--- config.mk ---
export PLATFORM = sky130hd
export DESIGN_NAME = xvec2_md_sequencer_flat
export DESIGN_NICKNAME = d
export VERILOG_FILES = /design/src/rtl/xvec2_md_sequencer_if.sv /design/src/rtl/xvec2_md_sequencer.sv /design/src/flat_wrapper.sv
export SDC_FILE = /design/constraint.sdc
export NUM_CORES = 1
export LEC_CHECK = 0
export ABC_AREA = 1
export ABC_CLOCK_PERIOD_IN_PS = 5500
export BUFFER_PORTS_ARGS = -buffer_cell sky130_fd_sc_hd__buf_4
export CORE_UTILIZATION = 45
export CTS_CLUSTER_DIAMETER = 120
export CTS_CLUSTER_SIZE = 10
export DETAILED_ROUTE_END_ITERATION = 10
export HOLD_SLACK_MARGIN = 0.08
export PLACE_DENSITY = 0.68
export SETUP_SLACK_MARGIN = 0.05
export SLEW_MARGIN = 20
export SYNTH_ARGS = -nofsm -noshare
export SYNTH_HDL_FRONTEND = slang
export SYNTH_SLANG_ARGS = --single-unit
--- constraint.sdc ---
create_clock -name clk -period 5.5 [get_ports clk]
set_input_delay 0.55 -clock clk [delete_from_list [all_inputs] [get_ports clk]]
set_output_delay 0.55 -clock clk [all_outputs]
set_load 0.1 [all_outputs]
--- src/rtl/xvec2_md_sequencer_if.sv ---
// Request/response bundle shared by the vector side and the scalar
// multiply/divide side of the sequencer. The same shape serves both: the
// vector instance is LANES*XPR_LEN wide, the scalar instance XPR_LEN wide.
interface xvec2_md_sequencer_if #(
    parameter int WIDTH         = 32,
    parameter int OP_WIDTH      = 2,
    parameter int OUT_SEL_WIDTH = 2
);
    logic                     req_valid;
    logic                     req_ready;
    logic [OP_WIDTH-1:0]      req_op;
    logic [OUT_SEL_WIDTH-1:0] req_out_sel;
    logic                     req_in_1_signed;
    logic                     req_in_2_signed;
    logic [WIDTH-1:0]         req_in_1;
    logic [WIDTH-1:0]         req_in_2;
    logic                     resp_valid;
    logic [WIDTH-1:0]         resp_result;

    // Requester side: issues operations, receives results.
    modport master (
        output req_valid, req_op, req_out_sel, req_in_1_signed, req_in_2_signed,
               req_in_1, req_in_2,
        input  req_ready, resp_valid, resp_result
    );

    // Responder side: accepts operations, produces results.
    modport slave (
        input  req_valid, req_op, req_out_sel, req_in_1_signed, req_in_2_signed,
               req_in_1, req_in_2,
        output req_ready, resp_valid, resp_result
    );
endinterface

--- src/rtl/xvec2_md_sequencer.sv ---
// Runs one vector multiply/divide across a single shared scalar mul/div unit,
// one lane at a time (lane 0 first). Operands and control are latched on
// accept, each lane is issued as one scalar request, the scalar results are
// gathered into the vector result register and a one-cycle response pulse
// is produced once all lanes are back.
module xvec2_md_sequencer #(
    parameter int XPR_LEN          = 32,
    parameter int LANES            = 4,
    parameter int MD_OP_WIDTH      = 2,
    parameter int MD_OUT_SEL_WIDTH = 2
) (
    input  logic                   clk,
    input  logic                   reset,
    input  logic                   kill,
    xvec2_md_sequencer_if.slave    vec,
    xvec2_md_sequencer_if.master   md
);

    localparam int VEC_W  = LANES * XPR_LEN;
    localparam int LANE_W = (LANES > 1) ? $clog2(LANES) : 1;
    localparam logic [LANE_W-1:0] LAST_LANE = LANE_W'(LANES - 1);

    typedef enum logic [2:0] {
        S_IDLE,
        S_ISSUE,
        S_WAIT,
        S_DONE,
        S_DRAIN
    } state_t;

    state_t                      state_reg, state_next;
    logic [LANE_W-1:0]           lane_reg, lane_next, lane_inc;

    logic [MD_OP_WIDTH-1:0]      op_reg;
    logic [MD_OUT_SEL_WIDTH-1:0] out_sel_reg;
    logic                        in_1_signed_reg;
    logic                        in_2_signed_reg;
    logic [VEC_W-1:0]            in_1_reg;
    logic [VEC_W-1:0]            in_2_reg;
    logic [XPR_LEN-1:0]          md_in_1_reg;
    logic [XPR_LEN-1:0]          md_in_2_reg;

    logic [XPR_LEN-1:0]          in_1_lane [LANES];
    logic [XPR_LEN-1:0]          in_2_lane [LANES];
    logic [XPR_LEN-1:0]          res_lane_reg [LANES];
    logic [VEC_W-1:0]            result_vec;

    logic                        accept;
    logic                        lane_wr;
    logic                        lane_adv;
    logic                        req_ready_c;
    logic                        md_req_valid_c;
    logic                        resp_valid_c;

    assign lane_inc = lane_reg + LANE_W'(1);

    // Lane views of the latched operands.
    generate
        for (genvar gi = 0; gi < LANES; gi++) begin : g_lane
            assign in_1_lane[gi] = in_1_reg[gi*XPR_LEN +: XPR_LEN];
            assign in_2_lane[gi] = in_2_reg[gi*XPR_LEN +: XPR_LEN];
        end
    endgenerate

    // State and lane counter.
    always_ff @(posedge clk) begin
        if (reset) begin
            state_reg <= S_IDLE;
            lane_reg  <= '0;
        end else begin
            state_reg <= state_next;
            lane_reg  <= lane_next;
        end
    end

    // Next state, lane advance and the three combinational handshake outputs.
    always_comb begin
        state_next     = state_reg;
        lane_next      = lane_reg;
        accept         = 1'b0;
        lane_wr        = 1'b0;
        lane_adv       = 1'b0;
        req_ready_c    = 1'b0;
        md_req_valid_c = 1'b0;
        resp_valid_c   = 1'b0;
        unique case (state_reg)
            S_IDLE: begin
                req_ready_c = !kill && !reset;
                if (vec.req_valid && req_ready_c) begin
                    accept     = 1'b1;
                    lane_next  = '0;
                    state_next = S_ISSUE;
                end
            end
            S_ISSUE: begin
                md_req_valid_c = !kill;
                if (kill) begin
                    state_next = S_IDLE;
                end else if (md.req_ready) begin
                    state_next = S_WAIT;
                end
            end
            S_WAIT: begin
                if (md.resp_valid) begin
                    if (kill) begin
                        // Result belongs to a killed instruction: drop it.
                        state_next = S_IDLE;
                    end else begin
                        lane_wr = 1'b1;
                        if (lane_reg == LAST_LANE) begin
                            state_next = S_DONE;
                        end else begin
                            lane_adv   = 1'b1;
                            lane_next  = lane_inc;
                            state_next = S_ISSUE;
                        end
                    end
                end else if (kill) begin
                    // The scalar unit cannot abort; swallow its late result.
                    state_next = S_DRAIN;
                end
            end
            S_DONE: begin
                resp_valid_c = !kill;
                state_next   = S_IDLE;
            end
            S_DRAIN: begin
                if (md.resp_valid) begin
                    state_next = S_IDLE;
                end
            end
            default: begin
                state_next = S_IDLE;
            end
        endcase
    end

    // Operand/control latch plus the registered per-lane scalar operands.
    always_ff @(posedge clk) begin
        if (reset) begin
            op_reg          <= '0;
            out_sel_reg     <= '0;
            in_1_signed_reg <= 1'b0;
            in_2_signed_reg <= 1'b0;
            in_1_reg        <= '0;
            in_2_reg        <= '0;
            md_in_1_reg     <= '0;
            md_in_2_reg     <= '0;
        end else if (accept) begin
            op_reg          <= vec.req_op;
            out_sel_reg     <= vec.req_out_sel;
            in_1_signed_reg <= vec.req_in_1_signed;
            in_2_signed_reg <= vec.req_in_2_signed;
            in_1_reg        <= vec.req_in_1;
            in_2_reg        <= vec.req_in_2;
            md_in_1_reg     <= vec.req_in_1[XPR_LEN-1:0];
            md_in_2_reg     <= vec.req_in_2[XPR_LEN-1:0];
        end else if (lane_adv) begin
            md_in_1_reg     <= in_1_lane[lane_inc];
            md_in_2_reg     <= in_2_lane[lane_inc];
        end
    end

    // Result gather: each returning scalar result lands in its lane slot.
    always_ff @(posedge clk) begin
        if (reset) begin
            for (int i = 0; i < LANES; i++) begin
                res_lane_reg[i] <= '0;
            end
        end else if (lane_wr) begin
            res_lane_reg[lane_reg] <= md.resp_result;
        end
    end

    // Pack the lane results into the vector result bus.
    always_comb begin
        result_vec = '0;
        for (int i = 0; i < LANES; i++) begin
            result_vec[i*XPR_LEN +: XPR_LEN] = res_lane_reg[i];
        end
    end

    assign vec.req_ready       = req_ready_c;
    assign vec.resp_valid      = resp_valid_c;
    assign vec.resp_result     = result_vec;

    assign md.req_valid        = md_req_valid_c;
    assign md.req_op           = op_reg;
    assign md.req_out_sel      = out_sel_reg;
    assign md.req_in_1_signed  = in_1_signed_reg;
    assign md.req_in_2_signed  = in_2_signed_reg;
    assign md.req_in_1         = md_in_1_reg;
    assign md.req_in_2         = md_in_2_reg;

endmodule

--- src/flat_wrapper.sv ---
// flat-port wrapper written by rule: the top's interface ports become plain ports
module xvec2_md_sequencer_flat 
#(
    parameter int XPR_LEN          = 32,
    parameter int LANES            = 4,
    parameter int MD_OP_WIDTH      = 2,
    parameter int MD_OUT_SEL_WIDTH = 2
)
  (clk, reset, kill, vec_req_valid, vec_req_op, vec_req_out_sel, vec_req_in_1_signed, vec_req_in_2_signed, vec_req_in_1, vec_req_in_2, vec_req_ready, vec_resp_valid, vec_resp_result, md_req_valid, md_req_op, md_req_out_sel, md_req_in_1_signed, md_req_in_2_signed, md_req_in_1, md_req_in_2, md_req_ready, md_resp_valid, md_resp_result);
  xvec2_md_sequencer_if #(.WIDTH((LANES * XPR_LEN))) vec_i ();
  xvec2_md_sequencer_if #(.WIDTH(XPR_LEN)) md_i ();
  input  logic clk;
  input  logic reset;
  input  logic kill;
  input wire logic [$bits(vec_i.req_valid)-1:0] vec_req_valid;
  input wire logic [$bits(vec_i.req_op)-1:0] vec_req_op;
  input wire logic [$bits(vec_i.req_out_sel)-1:0] vec_req_out_sel;
  input wire logic [$bits(vec_i.req_in_1_signed)-1:0] vec_req_in_1_signed;
  input wire logic [$bits(vec_i.req_in_2_signed)-1:0] vec_req_in_2_signed;
  input wire logic [$bits(vec_i.req_in_1)-1:0] vec_req_in_1;
  input wire logic [$bits(vec_i.req_in_2)-1:0] vec_req_in_2;
  output wire logic [$bits(vec_i.req_ready)-1:0] vec_req_ready;
  output wire logic [$bits(vec_i.resp_valid)-1:0] vec_resp_valid;
  output wire logic [$bits(vec_i.resp_result)-1:0] vec_resp_result;
  output wire logic [$bits(md_i.req_valid)-1:0] md_req_valid;
  output wire logic [$bits(md_i.req_op)-1:0] md_req_op;
  output wire logic [$bits(md_i.req_out_sel)-1:0] md_req_out_sel;
  output wire logic [$bits(md_i.req_in_1_signed)-1:0] md_req_in_1_signed;
  output wire logic [$bits(md_i.req_in_2_signed)-1:0] md_req_in_2_signed;
  output wire logic [$bits(md_i.req_in_1)-1:0] md_req_in_1;
  output wire logic [$bits(md_i.req_in_2)-1:0] md_req_in_2;
  input wire logic [$bits(md_i.req_ready)-1:0] md_req_ready;
  input wire logic [$bits(md_i.resp_valid)-1:0] md_resp_valid;
  input wire logic [$bits(md_i.resp_result)-1:0] md_resp_result;
  assign vec_i.req_valid = vec_req_valid;
  assign vec_i.req_op = vec_req_op;
  assign vec_i.req_out_sel = vec_req_out_sel;
  assign vec_i.req_in_1_signed = vec_req_in_1_signed;
  assign vec_i.req_in_2_signed = vec_req_in_2_signed;
  assign vec_i.req_in_1 = vec_req_in_1;
  assign vec_i.req_in_2 = vec_req_in_2;
  assign vec_req_ready = vec_i.req_ready;
  assign vec_resp_valid = vec_i.resp_valid;
  assign vec_resp_result = vec_i.resp_result;
  assign md_req_valid = md_i.req_valid;
  assign md_req_op = md_i.req_op;
  assign md_req_out_sel = md_i.req_out_sel;
  assign md_req_in_1_signed = md_i.req_in_1_signed;
  assign md_req_in_2_signed = md_i.req_in_2_signed;
  assign md_req_in_1 = md_i.req_in_1;
  assign md_req_in_2 = md_i.req_in_2;
  assign md_i.req_ready = md_req_ready;
  assign md_i.resp_valid = md_resp_valid;
  assign md_i.resp_result = md_resp_result;
  xvec2_md_sequencer #(.XPR_LEN(XPR_LEN), .LANES(LANES), .MD_OP_WIDTH(MD_OP_WIDTH), .MD_OUT_SEL_WIDTH(MD_OUT_SEL_WIDTH)) u_core (.clk(clk), .reset(reset), .kill(kill), .vec(vec_i), .md(md_i));
endmodule
==> impl_metrics.toml, run 1 <==
[critical_path]
crit_slowest_cell = "nand2_4"
worstSetupPathType = "primary input to register"
cp.arrival_ns = 3.91
cp_max_fo = 133
cp-start-kind = "primary input"
crit_required_ns = 5.97
regToRegStartpoint = "u_core.lane_reg[0]"
path_delay_family = "simple AND/OR/NAND/NOR gates"
critical-path-max-stage-delay_ns = 0.87
worstSetupEndpointType = "register"
timing.critical_path.mode_cell = "nor2_1"
startpoint = "reset"
crit_chain = "buf_4 > inv_6 > nand3_1 > nor2_4 > inv_8 > nand2_4 > nand2_1 > nor2_1 > nor2_1"
path_buf_inv = 3

[placed_design]
place_congestion = 0.8496
dp_cells = 3377
numPortBuffers = 500
place_hpwl_um = 37820
pre_cts_ws_ns = 1.467

[routing]
drt_iter0_drc = 1624
first_pass_iters = 5
via_per_inst = 5.215
wl_per_cell_um = 17.76
drcViolationCount = 0
ant_nets = 0
vias = 18020
wirelength_um = 61370

[cells_and_area]
mostFrequentLayoutCells = "732 x nor2_1, 598 x nand2_1, 513 x buf_4"
layout_commonest_cell = "nor2_1"
multiInputGateArea_um2 = 7627
layout-area-overhead-vs-synth_pct = 26.94
instances_no_fill = 3455
num-fill-cells = 3862
fin_nets = 3192
final_layout_size_suffix_gt1_share_pct = 20.15
utilization_pct = 57.91
seq_area_um2 = 10470

[global_route]
grt_usage_pct = 27.61
grt_max_degree = 203
grt_antenna_before_repair = 8
grt_pass1_wl_um = 94820
grt_pass1_vias = 17200
grt.met1_usage_pct = 36.01
overflow = 0
grt_busiest_layer = "met2"
met3_usage_pct = 5.162
met2_usage_pct = 44.70

[yosys]
synth_warnings = 0
netlist_instances = 2499
muxShareOfSynthArea_pct = 0
ys_types = 22
syn_avg_cell_area_um2 = 7.657
synth-seq-cells = 459
synthAdderAreaFrac_pct = 0.06539
synth_simple_gate_area_share_pct = 32.81
synth_xor_area_share_pct = 0
synth_top_family_by_area = "simple AND/OR/NAND/NOR gates"
synth-compound-area-share_pct = 6.852
synthesis.area_um2 = 19140
synth-seq-area-share_pct = 54.71
synth_nets = 2800

[die]
die_h_um = 208.2
die-area_um2 = 43350
rows = 75
io_pins = 501
start_util_pct = 45.62
core_um2 = 41950
fp.dieW_um = 208.2

[timing]
period_share_pct = 62.71
max_freq_ghz = 0.2899
fin_crit_ns = 3.449
slew_viol_final = 0
rsz0062_at_grt = "no"
timing.slew.headroom_pct = 30.93
fin_ws_ns = 2.051
finalClockSkew_ns = 0.01765
tightest_slew_ns = 1.036
setup_violations = 0
finalHoldViolCount = 0
fin_tns_setup_ns = 0
hold_slack_ns = 0.1905

[clock_tree]
cts_root_buf = "clkbuf_16"
clockBufferDepth = 3
numCtsBuffers = 51
cts_num_sinks = 459
cts_tree = "done"
postCtsSetupBuffers = 0
post_cts_resize_count = 0
cts_hold_buf = 0
clk_latency_ns = 0.58
htree_levels = 2
clkTransAtPathRegs_ns = 0.06

[status]
status = "completed"

[min_path]
min_path_type = "primary input to register"
min_from = "vec_req_in_1[70]"

[flow_run]
max_cap_violations = 0

[power_and_ir_drop]
p_per_area_nw_per_um2 = 415.9
leakage_nw = 11.03
ir_drop_mv = 0.2005
==> power by group <==
group,leakage [nW],internal (mW),switching [mW]
Clock,0.673,1.72,1.30
Combinational,6.34,0.830,2.24
Sequential,4.01,3.81,0.195
==> cell families after synthesis <==
family | count (synthesis)
and+or+nand+nor | 1550
DFF | 459
AOI/OAI and AO/OA | 262
buffers and inverters | 227
adders and majority gates | 1
==> per-stage QoR <==
stage	area, um^2	power (mW)
CTS	24270	10.14
global route	24290	10.58
detailed placement	22880	7.121
floorplan	19140	6.325
finish	24290	10.10
global placement	22880	7.082
==> metal layers <==
layer	vias to the layer above	part of all wire [%]
met1	8451	42
li1	8737	-
met2	719	47
met4	0	3.5
met5	-	0
met3	111	7.3
==> cell usage after synthesis <==
cell,count,share of area [%]
clkbuf_1,54,1.1
nor2_1,732,14
nor2_4,2,0.12
dfxtp_1,331,35
buf_2,91,2.4
nand2_2,4,0.13
nand3_2,1,0.052
edfxtp_1,128,20
nand3b_1,64,2.5
nand4_1,1,0.033
o21ai_0,198,5.2
nand2_1,599,12
nor2_2,2,0.065
buf_1,16,0.31
inv_2,4,0.078
ha_1,1,0.065
nor3_1,8,0.21
inv_1,46,0.90
a21oi_1,64,1.7
buf_4,6,0.24
buf_6,10,0.59
nand3_1,137,3.6
==> final cells by class <==
type	count	share of cell area [%]
Tap cell	539	2.776
Antenna cell	8	0.08241
Timing Repair Buffer	516	16.07
Sequential cell	459	43.12
Multi-Input combinational cell	1813	31.40
Clock buffer	70	5.723
Inverter	50	0.8344
==> final timing paths <==
| check | to | slack (ns) | cells after the start |
|---|---|---|---|
| setup reg to reg | u_core.md.req_in_2[3] | 2.11 | 8 |
| hold reg to reg | u_core.in_1_reg[29] | 0.46 | 2 |
| hold / removal | u_core.in_1_reg[70] | 0.19 | 3 |
| setup / recovery | u_core.md.req_in_1[2] | 2.05 | 9 |
==> worst min-delay path: stages <==
cell and delay [ns]:
buf_4 0.08, nor2_1 0.03, nor2_1 0.08
Power figures use the tool's default switching activity.
==> run 2, diff against run 1 <==
ABC_CLOCK_PERIOD_IN_PS = 3200   (was 5500)
clock period = 3.2 ns   (was 5.5 ns; I/O delays follow)
==> impl_metrics.toml, run 2 (synthesized netlist as in run 1, its figures left out) <==
[status]
status = "completed"

[routing]
wirelength_um = 65640
drt_iter0_drc = 1762
via_per_inst = 5.214
ant_nets = 0
vias = 19440
first_pass_iters = 7
drcViolationCount = 0
wl_per_cell_um = 17.60

[timing]
rsz0062_at_grt = "no"
hold_slack_ns = 0.1184
finalClockSkew_ns = 0.01355
fin_crit_ns = 2.625
fin_tns_setup_ns = 0
period_share_pct = 82.05
tightest_slew_ns = 1.158
timing.slew.headroom_pct = 22.81
setup_violations = 0
max_freq_ghz = 0.3809
finalHoldViolCount = 0
slew_viol_final = 0

[critical_path]
cp.arrival_ns = 3.13
cp-start-kind = "register"
cp_max_fo = 175
startpoint = "u_core.state_reg[1]"
regToRegStartpoint = "u_core.state_reg[1]"
worstSetupPathType = "register to register"
worstSetupEndpointType = "register"
crit_required_ns = 3.71

[die]
core_um2 = 41950
io_pins = 501
rows = 75
start_util_pct = 45.62
die_h_um = 208.2
die-area_um2 = 43350
fp.dieW_um = 208.2

[cells_and_area]
layout-area-overhead-vs-synth_pct = 41.57
mostFrequentLayoutCells = "732 x nor2_1, 598 x nand2_1, 514 x buf_4"
layout_commonest_cell = "nor2_1"
utilization_pct = 64.58
design_area_um2 = 27090
num-fill-cells = 3381
final_layout_size_suffix_gt1_share_pct = 18.58
fin_nets = 3471

[min_path]
min_from = "md_resp_result[31]"
min_path_type = "primary input to register"

[global_route]
grt_pass1_vias = 18980
grt_usage_pct = 29.62
grt_pass1_wl_um = 102600
overflow = 0
grt_antenna_before_repair = 5
grt_max_degree = 235

[clock_tree]
numCtsBuffers = 51
clockBufferDepth = 3
clkTransAtPathRegs_ns = 0.06
post_cts_resize_count = 0
cts_tree = "done"
cts_root_buf = "clkbuf_16"
htree_levels = 2
cts_num_sinks = 459
clk_latency_ns = 0.58

[power_and_ir_drop]
seq_power_share_pct = 39.1
p_comb_share_pct = 31.9
leakage_nw = 12.20
pwr-share-clk_pct = 28.9
total_power_mw = 17.58
internal-power_mw = 11.09
ir_drop_mv = 0.3827
swShare_pct = 36.94
p_sw_mw = 6.494
p_per_area_nw_per_um2 = 648.9

[flow_run]
max_cap_violations = 0

[placed_design]
place_hpwl_um = 37690
place_congestion = 0.8672
placed_cell_area_um2 = 23000
numPortBuffers = 500
==> run 2: changes by cell type in the layout (fill, tap and decap cells not counted) <==
cell / delta
buf_4: +1
buf_12: +6
inv_6: +1
dlygate4sd3_1: +272
diode_2: -4
clkbuf_16: -2
==> run 2: cell type report <==
cell class / instances / area (um^2) / area share (%)
multi-input combinational: 1813 / 7627 / 28.16
inverter: 50 / 202.7 / 0.7482
sequential: 459 / 10470 / 38.66
clock buffer: 68 / 1340 / 4.947
antenna: 4 / 10.01 / 0.03695
clock inverter: 1 / 8.758 / 0.03233
timing repair buffer: 795 / 6753 / 24.93
tap: 539 / 674.4 / 2.489
==> run 2: final timing paths <==
check                                     to  slack, ns  depth (start not counted)
hold / removal    u_core.res_lane_reg[3][31]       0.12                          3
setup / recovery      u_core.md.req_in_2[18]       0.57                          9
hold reg to reg          u_core.in_2_reg[21]       0.46                          2
setup reg to reg      u_core.md.req_in_2[18]       0.57                          9
==> run 2: worst max-delay path, cell delays in order (launching register included) <==
cell,delay [ns]
dfxtp_1,0.36
nor2_2,0.14
nand2_2,0.11
nor2_4,0.22
buf_12,0.37
buf_12,0.57
nand2_1,0.18
nand2_1,0.11
nor2_1,0.05
nor2_1,0.08
==> run 2: repair_timing <==
action / in CTS / in global routing
setup buffers: 0 / 0
hold buffers: 272 / 0
hold endpoints to repair: 321 / 0
==> run 2: through the flow <==
stage               std cells  setup WS, ns
floorplan                2499        0.3167
global placement         3384        0.5911
detailed placement       3384        0.5347
CTS                      3725        0.5679
global route             3729        0.4280
finish                   3729        0.5746
==> run 2: routing by layer <==
layer,up-vias,part of all wire [%],track usage (%)
met3,160,7.5,5.600
met2,878,48,49.00
met5,-,0.020,0
met1,9121,41,37.73
met4,2,3.7,13.05
li1,9281,-,-
==> run 2: power by group through the flow <==
stage          clock (mW)  sequential [mW]  combinational (mW)
2_1_floorplan           0             8.48                2.39
3_3_place_gp            0             6.97                5.23
3_5_place_dp            0             6.98                5.28
4_1_cts              5.16             6.87                5.58
5_1_grt              5.41             6.94                6.06
6_report             5.08             6.88                5.61
